==> src/rtl/ifid_stage_control.sv <==
// ifid_stage_control
// Front-end pipeline controller: owns the fetch PC and the IF/ID pipeline
// register. It applies hazard stalls, squashes the wrong-path instruction on
// an ID-resolved redirect, drives the ID/EX bubble request and keeps
// saturating debug counters plus a sticky stuck-stall watchdog.
module ifid_stage_control #(
    parameter logic [31:0] RESET_PC  = 32'h0000_0000,
    parameter logic [31:0] NOP_INSTR = 32'h0000_0000,
    parameter int          MAX_STALL = 4,
    parameter int          CNT_W     = 16
) (
    input  logic             clk,
    input  logic             rst_n,
    input  logic             stall,
    input  logic             flush,
    input  logic             branchTakenID,
    input  logic [31:0]      branchTargetID,
    input  logic [31:0]      instrIF,
    output logic [31:0]      pcIF,
    output logic [31:0]      instrID,
    output logic [31:0]      pcPlus4ID,
    output logic             validID,
    output logic             idexBubble,
    output logic [CNT_W-1:0] stallCount,
    output logic [CNT_W-1:0] flushCount,
    output logic             stallTimeout
);

    typedef enum logic [1:0] {
        ST_BOOT    = 2'd0,
        ST_RUN     = 2'd1,
        ST_STALLED = 2'd2
    } state_t;

    localparam logic [CNT_W-1:0] CNT_MAX     = {CNT_W{1'b1}};
    localparam logic [7:0]       RUN_MAX     = 8'hFF;
    localparam logic [7:0]       STALL_LIMIT = 8'(MAX_STALL);

    state_t           r_state;
    logic [31:0]      r_pc;
    logic [31:0]      r_instr;
    logic [31:0]      r_pc_plus4;
    logic             r_valid;
    logic [CNT_W-1:0] r_stall_cnt;
    logic [CNT_W-1:0] r_flush_cnt;
    logic [7:0]       r_run_len;
    logic             r_timeout;

    state_t           w_state_nxt;
    logic [31:0]      w_pc_nxt;
    logic [31:0]      w_instr_nxt;
    logic [31:0]      w_pc_plus4_nxt;
    logic             w_valid_nxt;
    logic [CNT_W-1:0] w_stall_cnt_nxt;
    logic [CNT_W-1:0] w_flush_cnt_nxt;
    logic [7:0]       w_run_len_nxt;
    logic             w_timeout_nxt;
    logic [31:0]      w_pc_plus4;

    // Sequential PC increment; 32-bit modulo so the top of memory wraps to 0.
    assign w_pc_plus4 = r_pc + 32'd4;

    // Next-state and next-value logic: stall beats redirect beats normal fetch.
    always_comb begin
        w_state_nxt     = r_state;
        w_pc_nxt        = r_pc;
        w_instr_nxt     = r_instr;
        w_pc_plus4_nxt  = r_pc_plus4;
        w_valid_nxt     = r_valid;
        w_stall_cnt_nxt = r_stall_cnt;
        w_flush_cnt_nxt = r_flush_cnt;
        w_run_len_nxt   = r_run_len;
        w_timeout_nxt   = r_timeout;

        case (r_state)
            ST_BOOT: begin
                // First fetch after reset; hazard inputs are not meaningful yet.
                w_pc_nxt       = w_pc_plus4;
                w_instr_nxt    = instrIF;
                w_pc_plus4_nxt = w_pc_plus4;
                w_valid_nxt    = 1'b1;
                w_run_len_nxt  = 8'd0;
                w_state_nxt    = ST_RUN;
            end
            ST_RUN, ST_STALLED: begin
                if (stall) begin
                    // Hold PC and IF/ID; a concurrent redirect is re-presented later.
                    if (r_stall_cnt != CNT_MAX) begin
                        w_stall_cnt_nxt = r_stall_cnt + CNT_W'(1);
                    end else begin
                        w_stall_cnt_nxt = r_stall_cnt;
                    end
                    if (r_run_len != RUN_MAX) begin
                        w_run_len_nxt = r_run_len + 8'd1;
                    end else begin
                        w_run_len_nxt = r_run_len;
                    end
                    if (r_run_len >= STALL_LIMIT) begin
                        w_timeout_nxt = 1'b1;
                    end else begin
                        w_timeout_nxt = r_timeout;
                    end
                    w_state_nxt = ST_STALLED;
                end else if (branchTakenID) begin
                    // Redirect: squash the single wrong-path fetch in IF/ID.
                    w_pc_nxt       = branchTargetID;
                    w_instr_nxt    = NOP_INSTR;
                    w_pc_plus4_nxt = 32'd0;
                    w_valid_nxt    = 1'b0;
                    if (r_flush_cnt != CNT_MAX) begin
                        w_flush_cnt_nxt = r_flush_cnt + CNT_W'(1);
                    end else begin
                        w_flush_cnt_nxt = r_flush_cnt;
                    end
                    w_run_len_nxt  = 8'd0;
                    w_state_nxt    = ST_RUN;
                end else begin
                    w_pc_nxt       = w_pc_plus4;
                    w_instr_nxt    = instrIF;
                    w_pc_plus4_nxt = w_pc_plus4;
                    w_valid_nxt    = 1'b1;
                    w_run_len_nxt  = 8'd0;
                    w_state_nxt    = ST_RUN;
                end
            end
            default: begin
                w_state_nxt = ST_BOOT;
            end
        endcase
    end

    // State and pipeline registers; async reset returns everything to boot values.
    always_ff @(posedge clk or negedge rst_n) begin
        if (!rst_n) begin
            r_state     <= ST_BOOT;
            r_pc        <= RESET_PC;
            r_instr     <= NOP_INSTR;
            r_pc_plus4  <= 32'd0;
            r_valid     <= 1'b0;
            r_stall_cnt <= '0;
            r_flush_cnt <= '0;
            r_run_len   <= 8'd0;
            r_timeout   <= 1'b0;
        end else begin
            r_state     <= w_state_nxt;
            r_pc        <= w_pc_nxt;
            r_instr     <= w_instr_nxt;
            r_pc_plus4  <= w_pc_plus4_nxt;
            r_valid     <= w_valid_nxt;
            r_stall_cnt <= w_stall_cnt_nxt;
            r_flush_cnt <= w_flush_cnt_nxt;
            r_run_len   <= w_run_len_nxt;
            r_timeout   <= w_timeout_nxt;
        end
    end

    assign pcIF         = r_pc;
    assign instrID      = r_instr;
    assign pcPlus4ID    = r_pc_plus4;
    assign validID      = r_valid;
    assign stallCount   = r_stall_cnt;
    assign flushCount   = r_flush_cnt;
    assign stallTimeout = r_timeout;
    // Bubble is combinational so a same-cycle hazard flush takes effect at once.
    assign idexBubble   = flush | ~r_valid;

endmodule
==> config.mk <==
export PLATFORM = sky130hd
export DESIGN_NAME = ifid_stage_control
export DESIGN_NICKNAME = d
export VERILOG_FILES = /design/src/rtl/ifid_stage_control.sv
export SDC_FILE = /design/constraint.sdc
export NUM_CORES = 1
export LEC_CHECK = 0
export ABC_AREA = 1
export CORE_MARGIN = 2
export CORE_UTILIZATION = 40
export CTS_CLUSTER_SIZE = 28
export DETAILED_ROUTE_END_ITERATION = 7
export PLACE_DENSITY_LB_ADDON = 0.15
export SLEW_MARGIN = 20
export SYNTH_ARGS = -nofsm -noshare
export SYNTH_HDL_FRONTEND = slang
export SYNTH_SLANG_ARGS = --single-unit
==> constraint.sdc <==
create_clock -name clk -period 2.9 [get_ports clk]
set_input_delay 0.58 -clock clk [delete_from_list [all_inputs] [get_ports clk]]
set_output_delay 0.58 -clock clk [all_outputs]
set_load 0.02 [all_outputs]
Word-level counts from Yosys, hierarchy flattened

Cells that the tools add are included.
W data, S select, Z words.

Bits in registers: 140
Input bits: 69
Output and inout bits: 131

$add $sub $neg: 4
Order comparisons: 1
Eq/ne operators: 7
Multiplexer cells: 17
Bitwise operators: 3
Reductions and logical operators: 8

Operator list:

| cell                    | count |
|---|---|
| $mux W32                | 6 |
| $pmux W32 S2            | 3 |
| $add A16 B1 Y16 const B | 2 |
| $add A32 B3 Y32 const B | 1 |
| $ne A16 B16 Y1 const B  | 2 |
| $mux W8                 | 2 |
| $pmux W8 S2             | 1 |
| $add A8 B1 Y8 const B   | 1 |
| $ge A8 B3 Y1 const B    | 1 |
| $ne A8 B8 Y1 const B    | 1 |
| $reduce_and A3 Y1       | 2 |
| $pmux W2 S2             | 1 |
| $reduce_and A2 Y1       | 2 |
| $reduce_and A4 Y1       | 1 |
| $ne A3 B3 Y1 const B    | 1 |
| $eq A2 B1 Y1 const B    | 1 |
| $eq A2 B2 Y1 const B    | 1 |
| $logic_not A2 Y1        | 1 |
| $mux W1                 | 2 |
| $mux W2                 | 1 |
| $ne A2 B2 Y1 const B    | 1 |
| $not A1 Y1              | 2 |
| $pmux W1 S2             | 1 |
| $reduce_bool A2 Y1      | 1 |
| other kinds (2)         | 2 |

Depth between registers and ports, before layout

Gate-level depths: netlist (run 1).

Depth after elaboration: 4
Mapped depth: 12
Mapped depth without buffers: 10

Worst setup path before layout (run 1)

OpenSTA, ideal clock, no wires.

Kind: register to register
Start point: register r_state[0]
End point: register r_pc[3] (netlist: pcIF[3])
Arrival time: 1.487 ns
Data required time: 2.770 ns
Setup slack: 1.282 ns
Cell stages (with the launch flop): 12
Path buffers: 3
Period minus slack after synthesis: 1.618 ns
Path through: dfrtp_1 > inv_1 > ha_1 > buf_4 > inv_2 > nand2_4 > nand2_2 > inv_2 > buf_6 > buf_4 > nand2_1 > o211ai_1

Longest elaborated chain between the ends: 4
Elaborated cells on any way between the ends: 8
Classes of those cells: 3 x eq/ne; 1 x mux; 4 x reduce/logical

RTL lines:

| item                                                                       | line | source |
|---|---|---|
| from (decl)                                                                | 39   | `state_t r_state;` |
| from (signal assigned)                                                     | 145  | `r_state <= w_state_nxt;` |
| $eq A2 B1 Y1 / $eq A2 B2 Y1 (equally long branches)                        | 75   | `case (r_state)` |
| $reduce_or A2 Y1                                                           | 75   |  |
| $ne A2 B2 Y1 (no source line) / $reduce_bool A2 Y1 (equally long branches) | -    |  |
| $reduce_and A2 Y1 (no source line)                                         | -    |  |
| to (signal assigned)                                                       | 146  | `r_pc <= w_pc_nxt;` |
| to (decl)                                                                  | 40   | `logic [31:0] r_pc;` |

Parallel ways exist; a longest one is shown, timed or not.
A chain may end at the register's enable or synchronous reset.

Worst setup path in the final report (run 1)

Start point: input flush
End point: output idexBubble

Longest elaborated chain between the ends: 1

RTL lines:

| item         | line | source |
|---|---|---|
| from (decl)  | 15   | `input logic flush,` |
| $or A1 B1 Y1 | 165  | `assign idexBubble = flush \| ~r_valid;` |
| to (decl)    | 23   | `output logic idexBubble,` |

No other way between the ends.

==> results.tsv, run 1 <==
metric	value	unit
outcome	complete, no violations	
gr ovfl total	0	
Slew headroom	0.623	
Mean Syn Cell Area	8.03	sq um
setup repair bufs after CTS	0	
main combinational cell family by area after synthesis	simple AND/OR/NAND/NOR gates	
gpl congestion	0.879	
peak supply drop	591	uV
Pleak	4.62	nW
Pwr per Cell Area	1110	nW/um^2
hold crit path type	in -> async	
final setup vio count	0	
via count	6591	
number of synthesized register bits	140	
post-cts resize count	0	
Post-CTS Hold Fix Bufs	0	
XOR/XNOR share of the synthesized area	0.0324	
Worst EP arrival	1.79	ns
r2r worst-path depth	7	
CP startpoint kind	primary input	
layout cells sized above 1	0.0810	
critical path's slowest cell	clkdlybuf4s50_1	
vias in the first global route	6369	
CTS Buf Count	17	
Mapped Area	7300	sq um
Mapped Cells	908	
Clock Sink Count	140	
RSZ-0062 raised after global routing	false	
top sig layer	met4	
antenna-violating nets left	0	
sequential area share after synthesis	0.480	
Synth area leader	dfrtp_1	
Final Hold Viols	0	
io pins	200	
P_int	0.00635	W
Switching Share	0.432	
compound-cell area share of the yosys netlist	0.0930	
Worst path max stage delay	0.54	ns
final wirelength	20500	microns
met2 WL post-DR	9750	microns
largest net degree at the start of global routing	56	
Crit Path Category	in -> out	
worst-skew pair later-pin latency	0.42	ns
NetSw	0.00482	W
dpl hpwl	14800	microns
All-Layer GR Usage	0.217	
row cnt	49	
Placed Instances	1320	
area grow syn2layout	38.4	%
met1 WL	9040	microns
Yosys warning count	0	
core area	17900	sq um
crit end category	primary output	
worst-path fanout max	1	
Area contributors post-synth	dfrtp_1 48%, nand2_1 18%, a22o_1 4.3%	
root buffer cell	clkbuf_16	
CP Cell Sequence	clkdlybuf4s50_1 -> or2_2 -> clkdlybuf4s50_1	
H-tree Lvls	4	
total iterations of the first detailed-routing run	5	
most used cell, CP	clkdlybuf4s50_1	
PortBufs	199	
drt first-iter violations	368	
area occupied by multi-input gates	3250	sq um
most frequent cells in the layout	346 x nand2_1, 198 x clkdlybuf4s50_1, 140 x dfrtp_1	
worst r2r dst	pcIF[5]	
Horiz. Die Dim	139	microns
CTS clk-pin slew, worst paths	0.06	ns
initial antenna violation count	0	
fmax	422	MHz
Adder-Cell Fraction of Synth Area	0.0120	
setup_tns	0	ns
post-route cell area	10100	sq um
Starting Density	0.408	
Die Span Y	139	microns
WP data required	2.32	ns
total power	0.0112	W
drt via density	4.88	
Slew Limit Fails	0	
maxcap violations	0	
simple-gate share of the synthesized area	0.308	
Clock Skew	0.0110	ns
commonest non-fill, non-tap cell in the layout	nand2_1	
filler instances	1712	
DR WL met3	1220	microns
multiplexer share of the synthesized area	0	
combinational share of power	0.497	
area share of the largest cell type after synthesis	0.480	
fin crit share	0.817	
register area	3500	sq um
antenna cells	0	
Slew @ Worst Pin	0.562	ns
Finished Layout Cells	1352	
crit path time final	2.37	ns
synth unique cells	35	
DP Area	9500	sq um
Final #Nets	1186	
die area	19300	sq um
Avg WL per Cell	15.2	microns
drt drc	0	
register share of total power	0.306	
first-pass GRT wire length	33600	microns
clock buffer depth	2	
TritonCTS clock tree	yes	
Clock Power Share	0.197	
reg2reg start	r_state[0]	
Mapped Nets	984	
R2R setup slack	0.91	ns
## worst max-delay path, delay by kind of cell
| kind | cells | cell delay (ns) |
|---|---|---|
| AND/OR/NAND/NOR | 1 | 0.28 |
| buffers and inverters | 2 | 0.93 |
## cells in the mapped netlist (all sizes together)
| master | instances |
|---|---|
| xor2 | 22 |
| inv | 89 |
| o211ai | 6 |
| xnor2 | 5 |
| or2 | 1 |
| nor3 | 8 |
| and2 | 1 |
| buf | 24 |
| clkbuf | 1 |
| a22o | 36 |
| nand3b | 1 |
| nand3 | 59 |
| nand2 | 358 |
| dfrtp | 140 |
| a21oi | 5 |
| o21ai | 42 |
| ha | 7 |
| o21bai | 3 |
| a21boi | 1 |
| nand4 | 14 |
| nor2 | 85 |
## power by group through the flow
stage	registers [W]	logic [W]	clock network (W)
detailed placement	0.00342	0.00562	0
CTS	0.00341	0.00562	0.00226
finish	0.00341	0.00555	0.00221
global placement	0.00343	0.00552	0
global route	0.00353	0.00608	0.00233
floorplan	0.00410	0.00268	0
## flip-flops by register name, summed over array words and instances, names as in the netlist
register      count
stallCount       16
validID           1
pcIF             32
flushCount       16
stallTimeout      1
instrID          32
r_state           2
pcPlus4ID        32
r_run_len         8
## worst max-delay path by stage
stage	from	end	slack, ns	depth (start not counted)
floorplan	r_state[0]	pcIF[3]	1.28	11
global placement	flush	idexBubble	0.53	3
detailed placement	flush	idexBubble	0.52	3
CTS	flush	idexBubble	0.52	3
global route	flush	idexBubble	0.51	3
finish	flush	idexBubble	0.53	3
## layout make-up
class	count	area share
clock inverters	14	0.0159
multi-input cells	654	0.322
inverters	89	0.0331
flip-flops and latches	140	0.347
repair buffers	208	0.210
well taps	229	0.0284
clock buffers	18	0.0435
## layer usage
metal  GRT usage  up-vias
met3      0.0580       32
li1            -     3290
met2       0.355      175
met5           0        -
met4      0.0845        0
met1       0.276     3094
## cell families after synthesis
kind of cell	count (synthesis)
AO/OA/AOI/OAI	93
XOR/XNOR	27
adder cells (fa/ha/maj)	7
buffers and inverters	114
flip-flops	140
AND/OR/NAND/NOR	527
## per-stage QoR
| step | util | worst slack [ns] | hold slack, ns |
|---|---|---|---|
| 6_report | 0.564 | 0.530 | 0.129 |
| 2_1_floorplan | - | 1.28 | 0.284 |
| 3_3_place_gp | 0.531 | 0.531 | 0.465 |
| 3_5_place_dp | 0.531 | 0.523 | 0.467 |
| 5_1_grt | 0.564 | 0.506 | 0.167 |
| 4_1_cts | 0.564 | 0.524 | 0.136 |
Note: power is estimated with default switching activity, not from simulation.
==> inputs of run 2 (changes only) <==
- clock period: 2.9 -> 2.4 ns (I/O delays scaled with it)
==> run 2 against run 1 <==
Effect of this change: worst setup slack got worse by 0.30 ns; core utilization increased by 0.31 points; first-iteration DRC count decreased by 12%; sequential share of layout area decreased by 0.19 points; critical path type unchanged; largest cell class unchanged; largest power group unchanged; highest routed layer unchanged.
==> results.tsv, run 2 (same netlist as run 1, synthesis figures left out) <==
metric	value	unit	change
reg2reg start	r_state[0]		
peak supply drop	815	uV	+38%
total iterations of the first detailed-routing run	5		unchanged
Slew Limit Fails	0		unchanged
die area	19300	sq um	unchanged
initial antenna violation count	2		+2
fmax	460	MHz	
fin crit share	0.906		
Crit Path Category	in -> out		
Final #Nets	1188		+0.17%
commonest non-fill, non-tap cell in the layout	nand2_1		
first-pass GRT wire length	33800	microns	+0.58%
Critical Path Source	flush		
Slew @ Worst Pin	0.544	ns	-0.0177 ns
core area	17900	sq um	unchanged
met2 WL post-DR	9880	microns	+1.3%
antenna-violating nets left	0		unchanged
WP data required	1.92	ns	-0.40 ns
worst-skew pair later-pin latency	0.42	ns	about the same
hold crit path type	in -> async		
drt first-iter violations	324		-12%
Pleak	4.65	nW	+0.57%
PortBufs	199		unchanged
via count	6596		+0.076%
Starting Density	0.408		unchanged
Avg WL per Cell	15.1	microns	-0.39%
H-tree Lvls	4		unchanged
largest net degree at the start of global routing	49		-13%
Horiz. Die Dim	139	microns	unchanged
CTS clk-pin slew, worst paths	0.06	ns	about the same
Post-CTS Hold Fix Bufs	0		unchanged
Clock Skew	0.00584	ns	-0.00518 ns
setup repair bufs after CTS	0		unchanged
r2r worst-path depth	10		+3
total power	0.0137	W	+22%
Final Hold Viols	0		unchanged
Worst EP arrival	1.69	ns	-0.10 ns
root buffer cell	clkbuf_16		
vias in the first global route	6644		+4.3%
crit path time final	2.17	ns	
R2R setup slack	0.37	ns	-0.54 ns
final wirelength	20500	microns	about the same
outcome	complete, no violations		
Slew headroom	0.635		+0.0119
layout cells sized above 1	0.0827		+0.00163
area grow syn2layout	39.2	%	
post-layout util	0.567		+0.00308
final setup vio count	0		unchanged
CP startpoint kind	primary input		
Clock Sink Count	140		unchanged
clock buffer depth	2		unchanged
io pins	200		unchanged
most frequent cells in the layout	346 x nand2_1, 198 x clkdlybuf4s50_1, 140 x dfrtp_1		
drt drc	0		unchanged
TritonCTS clock tree	yes		
maxcap violations	0		unchanged
gpl congestion	0.875		-0.49%
Die Span Y	139	microns	unchanged
DR WL met3	1350	microns	+10%
Pwr per Cell Area	1350	nW/um^2	+22%
crit path capture	idexBubble		
setup_tns	0	ns	unchanged
top sig layer	met4		
row cnt	49		unchanged
worst-path fanout max	1		unchanged
post-cts resize count	0		unchanged
dpl hpwl	14700	microns	-0.40%
met1 WL	8940	microns	-1.0%
RSZ-0062 raised after global routing	false		
worst r2r dst	pcIF[17]		
CTS Buf Count	17		unchanged
crit end category	primary output		
All-Layer GR Usage	0.219		+0.00169
drt via density	4.86		-0.22%
gr ovfl total	0		unchanged
run 2: changes by cell type in the layout (fill, tap and decap cells not counted):
cell       previous run  this run
buf_12                5         7
clkinv_4              4         3
diode_2               0         2
clkinv_2              0         3
bufinv_16             2         3
inv_6                 4         1
run 2: critical path: stages:
cell and delay (ns):
clkdlybuf4s50_1 0.39, or2_2 0.29, clkdlybuf4s50_1 0.53
run 2: worst min-delay path by stage:
stage,to,depth (start not counted)
after floorplan,flushCount[0],0
after global placement,stallTimeout,1
after detailed placement,pcPlus4ID[28],1
after CTS,pcIF[10],1
after global routing,pcPlus4ID[28],1
final,pcIF[20],1
run 2: routing by layer:
layer,track usage,up-vias
met2,0.360,202
met4,0.0696,0
met3,0.0635,23
li1,-,3297
met5,0,-
met1,0.279,3074
run 2: power breakdown:
group / total [W] / internal, W / switching (W)
Sequential: 0.00411 / 0.00328 / 0.000833
Combinational: 0.00685 / 0.00291 / 0.00393
Clock: 0.00271 / 0.00166 / 0.00105
run 2: stage by stage:
stage | setup WS, ns | area, sq um | cells | hold WS [ns]
after floorplan | 0.782 | 7300 | 908 | 0.184
after global placement | 0.233 | 9540 | 1322 | 0.462
after detailed placement | 0.229 | 9540 | 1322 | 0.468
after CTS | 0.223 | 10100 | 1354 | 0.0176
after global routing | 0.209 | 10200 | 1355 | 0.0285
final | 0.226 | 10200 | 1356 | 0.0161
run 2: layout make-up:
class | instances | area [sq um]
diodes | 2 | 5.00
clock buffers | 18 | 439
clock inverters | 14 | 170
fillers | 1670 | 7750
inverters | 89 | 334
multi-input cells | 654 | 3250
flip-flops and latches | 140 | 3500
well taps | 229 | 287
repair buffers | 210 | 2160
==> inputs of run 3 (changes only) <==
- CORE_UTILIZATION: 40 -> 49
==> run 3 against run 2 <==
Effect of this change: clock power barely moved; via count rose by 2.0%; design area fell by 0.90%; highest routed layer unchanged.
==> results.tsv, run 3 (same netlist as run 1, synthesis figures left out) <==
metric	value	unit	change
initial antenna violation count	0		-2
post-layout util	0.692		+0.125
CTS Buf Count	17		unchanged
most used cell, CP	clkdlybuf4s50_1		
reg2reg start	flushCount[0]		
Worst path max stage delay	0.54	ns	about the same
Horiz. Die Dim	126	microns	-9.4%
fmax	459	MHz	-0.26%
Finished Layout Cells	1312		-3.2%
hold crit path type	in -> async		
Clock Skew	0.00684	ns	+0.000997 ns
H-tree Lvls	4		unchanged
area grow syn2layout	37.9	%	
WP data required	1.92	ns	about the same
Final #Nets	1191		+0.25%
maxcap violations	0		unchanged
io pins	200		unchanged
TritonCTS clock tree	yes		
worst-skew pair later-pin latency	0.42	ns	about the same
Worst EP arrival	1.70	ns	about the same
setup_tns	0	ns	unchanged
vias in the first global route	6640		-0.060%
drt first-iter violations	494		+52%
commonest non-fill, non-tap cell in the layout	nand2_1		
root buffer cell	clkbuf_16		
PortBufs	199		unchanged
final setup vio count	0		unchanged
Slew @ Worst Pin	0.572	ns	+0.0284 ns
CP Cell Sequence	clkdlybuf4s50_1 -> or2_2 -> clkdlybuf4s50_1		
Pwr per Cell Area	1340	nW/um^2	-0.21%
drt via density	5.13		+5.5%
peak supply drop	712	uV	-13%
CP delay by family, top	buffers and inverters		
CP bufs+invs	2		unchanged
Slew Limit Fails	0		unchanged
Crit Path Category	in -> out		
largest net degree at the start of global routing	74		+51%
dpl hpwl	14500	microns	-1.3%
Avg WL per Cell	15.2	microns	+0.82%
total iterations of the first detailed-routing run	7		+2
All-Layer GR Usage	0.260		+0.0410
antenna cells	0		-2
CTS clk-pin slew, worst paths	0.06	ns	about the same
final wirelength	20000	microns	-2.4%
gr ovfl total	0		unchanged
first-pass GRT wire length	33300	microns	-1.5%
critical path's slowest cell	clkdlybuf4s50_1		
gpl congestion	0.896		+2.3%
WHS	0.426	ns	+0.410 ns
Post-CTS Hold Fix Bufs	1		+1
r2r worst-path depth	7		-3
crit end category	primary output		
post-cts resize count	0		unchanged
fin crit share	0.908		+0.00239
Die Span Y	126	microns	-9.4%
die area	15900	sq um	-18%
worst r2r dst	flushCount[11]		
RSZ-0062 raised after global routing	false		
setup repair bufs after CTS	0		unchanged
row cnt	44		-10%
layout cells sized above 1	0.0842		+0.00155
drt drc	0		unchanged
Placed Instances	1279		-3.3%
core area	14500	sq um	-19%
Final Hold Viols	0		unchanged
clock buffer depth	2		unchanged
worst-path fanout max	1		unchanged
most frequent cells in the layout	346 x nand2_1, 198 x clkdlybuf4s50_1, 140 x dfrtp_1		
antenna-violating nets left	0		unchanged
CP startpoint kind	primary input		
Clock Sink Count	140		unchanged
crit path time final	2.18	ns	+0.00573 ns
Pleak	4.65	nW	about the same
via count	6730		+2.0%
Slew headroom	0.618		-0.0162
outcome	complete, no violations		
Starting Density	0.502		+0.0944
R2R setup slack	0.46	ns	+0.09 ns
## run 3: changes by cell type in the layout (fill, tap and decap cells not counted), sizes merged, moves of 2 or more
cell / delta
diode: -2
clkinvlp: -2
buf: +2
clkinv: -2
inv: +6
## run 3: metal layers
metal / GRT usage / wire (microns) / up-vias
met1: 0.338 / 8540 / 3180
met5: 0 / 0 / -
met3: 0.0620 / 1290 / 21
met4: 0.0692 / 291 / 0
li1: - / - / 3312
met2: 0.438 / 9870 / 217
## run 3: final cells by class
class	instances	area [sq um]
repair buffers	213	2140
well taps	184	230
clock inverters	15	179
inverters	89	334
multi-input cells	654	3250
fillers	1244	4470
flip-flops and latches	140	3500
clock buffers	17	425
## run 3: worst reg2reg max path, stage by stage, from the launching register on
cell and delay, ns:
dfrtp_1 0.47, ha_1 0.26, inv_1 0.11, nor2_4 0.15, nand3_2 0.15, o21ai_2 0.50
nand2_1 0.12, nand2_1 0.11
## run 3: stage by stage
| step | power, W | instance area (sq um) | worst slack (ns) |
|---|---|---|---|
| finish | 0.0135 | 10100 | 0.220 |
| global route | 0.0145 | 10100 | 0.199 |
| CTS | 0.0136 | 10100 | 0.215 |
| detailed placement | 0.0109 | 9450 | 0.221 |
| global placement | 0.0107 | 9450 | 0.234 |
| floorplan | 0.00820 | 7300 | 0.782 |
## run 3: how the worst max path moves through the flow
stage	start	end	slack (ns)	cells past startpoint
after floorplan	r_state[0]	pcIF[3]	0.78	11
after global placement	flush	idexBubble	0.23	3
after detailed placement	flush	idexBubble	0.22	3
after CTS	flush	idexBubble	0.21	3
after global routing	flush	idexBubble	0.20	3
final	flush	idexBubble	0.22	3
## run 3: power breakdown
group,total (W),switching (W),internal (W),leakage [nW]
clock network,0.00268,0.00111,0.00157,0.291
registers,0.00412,0.000843,0.00328,1.81
logic,0.00671,0.00388,0.00283,2.55
total,0.0135,0.00584,0.00768,4.65
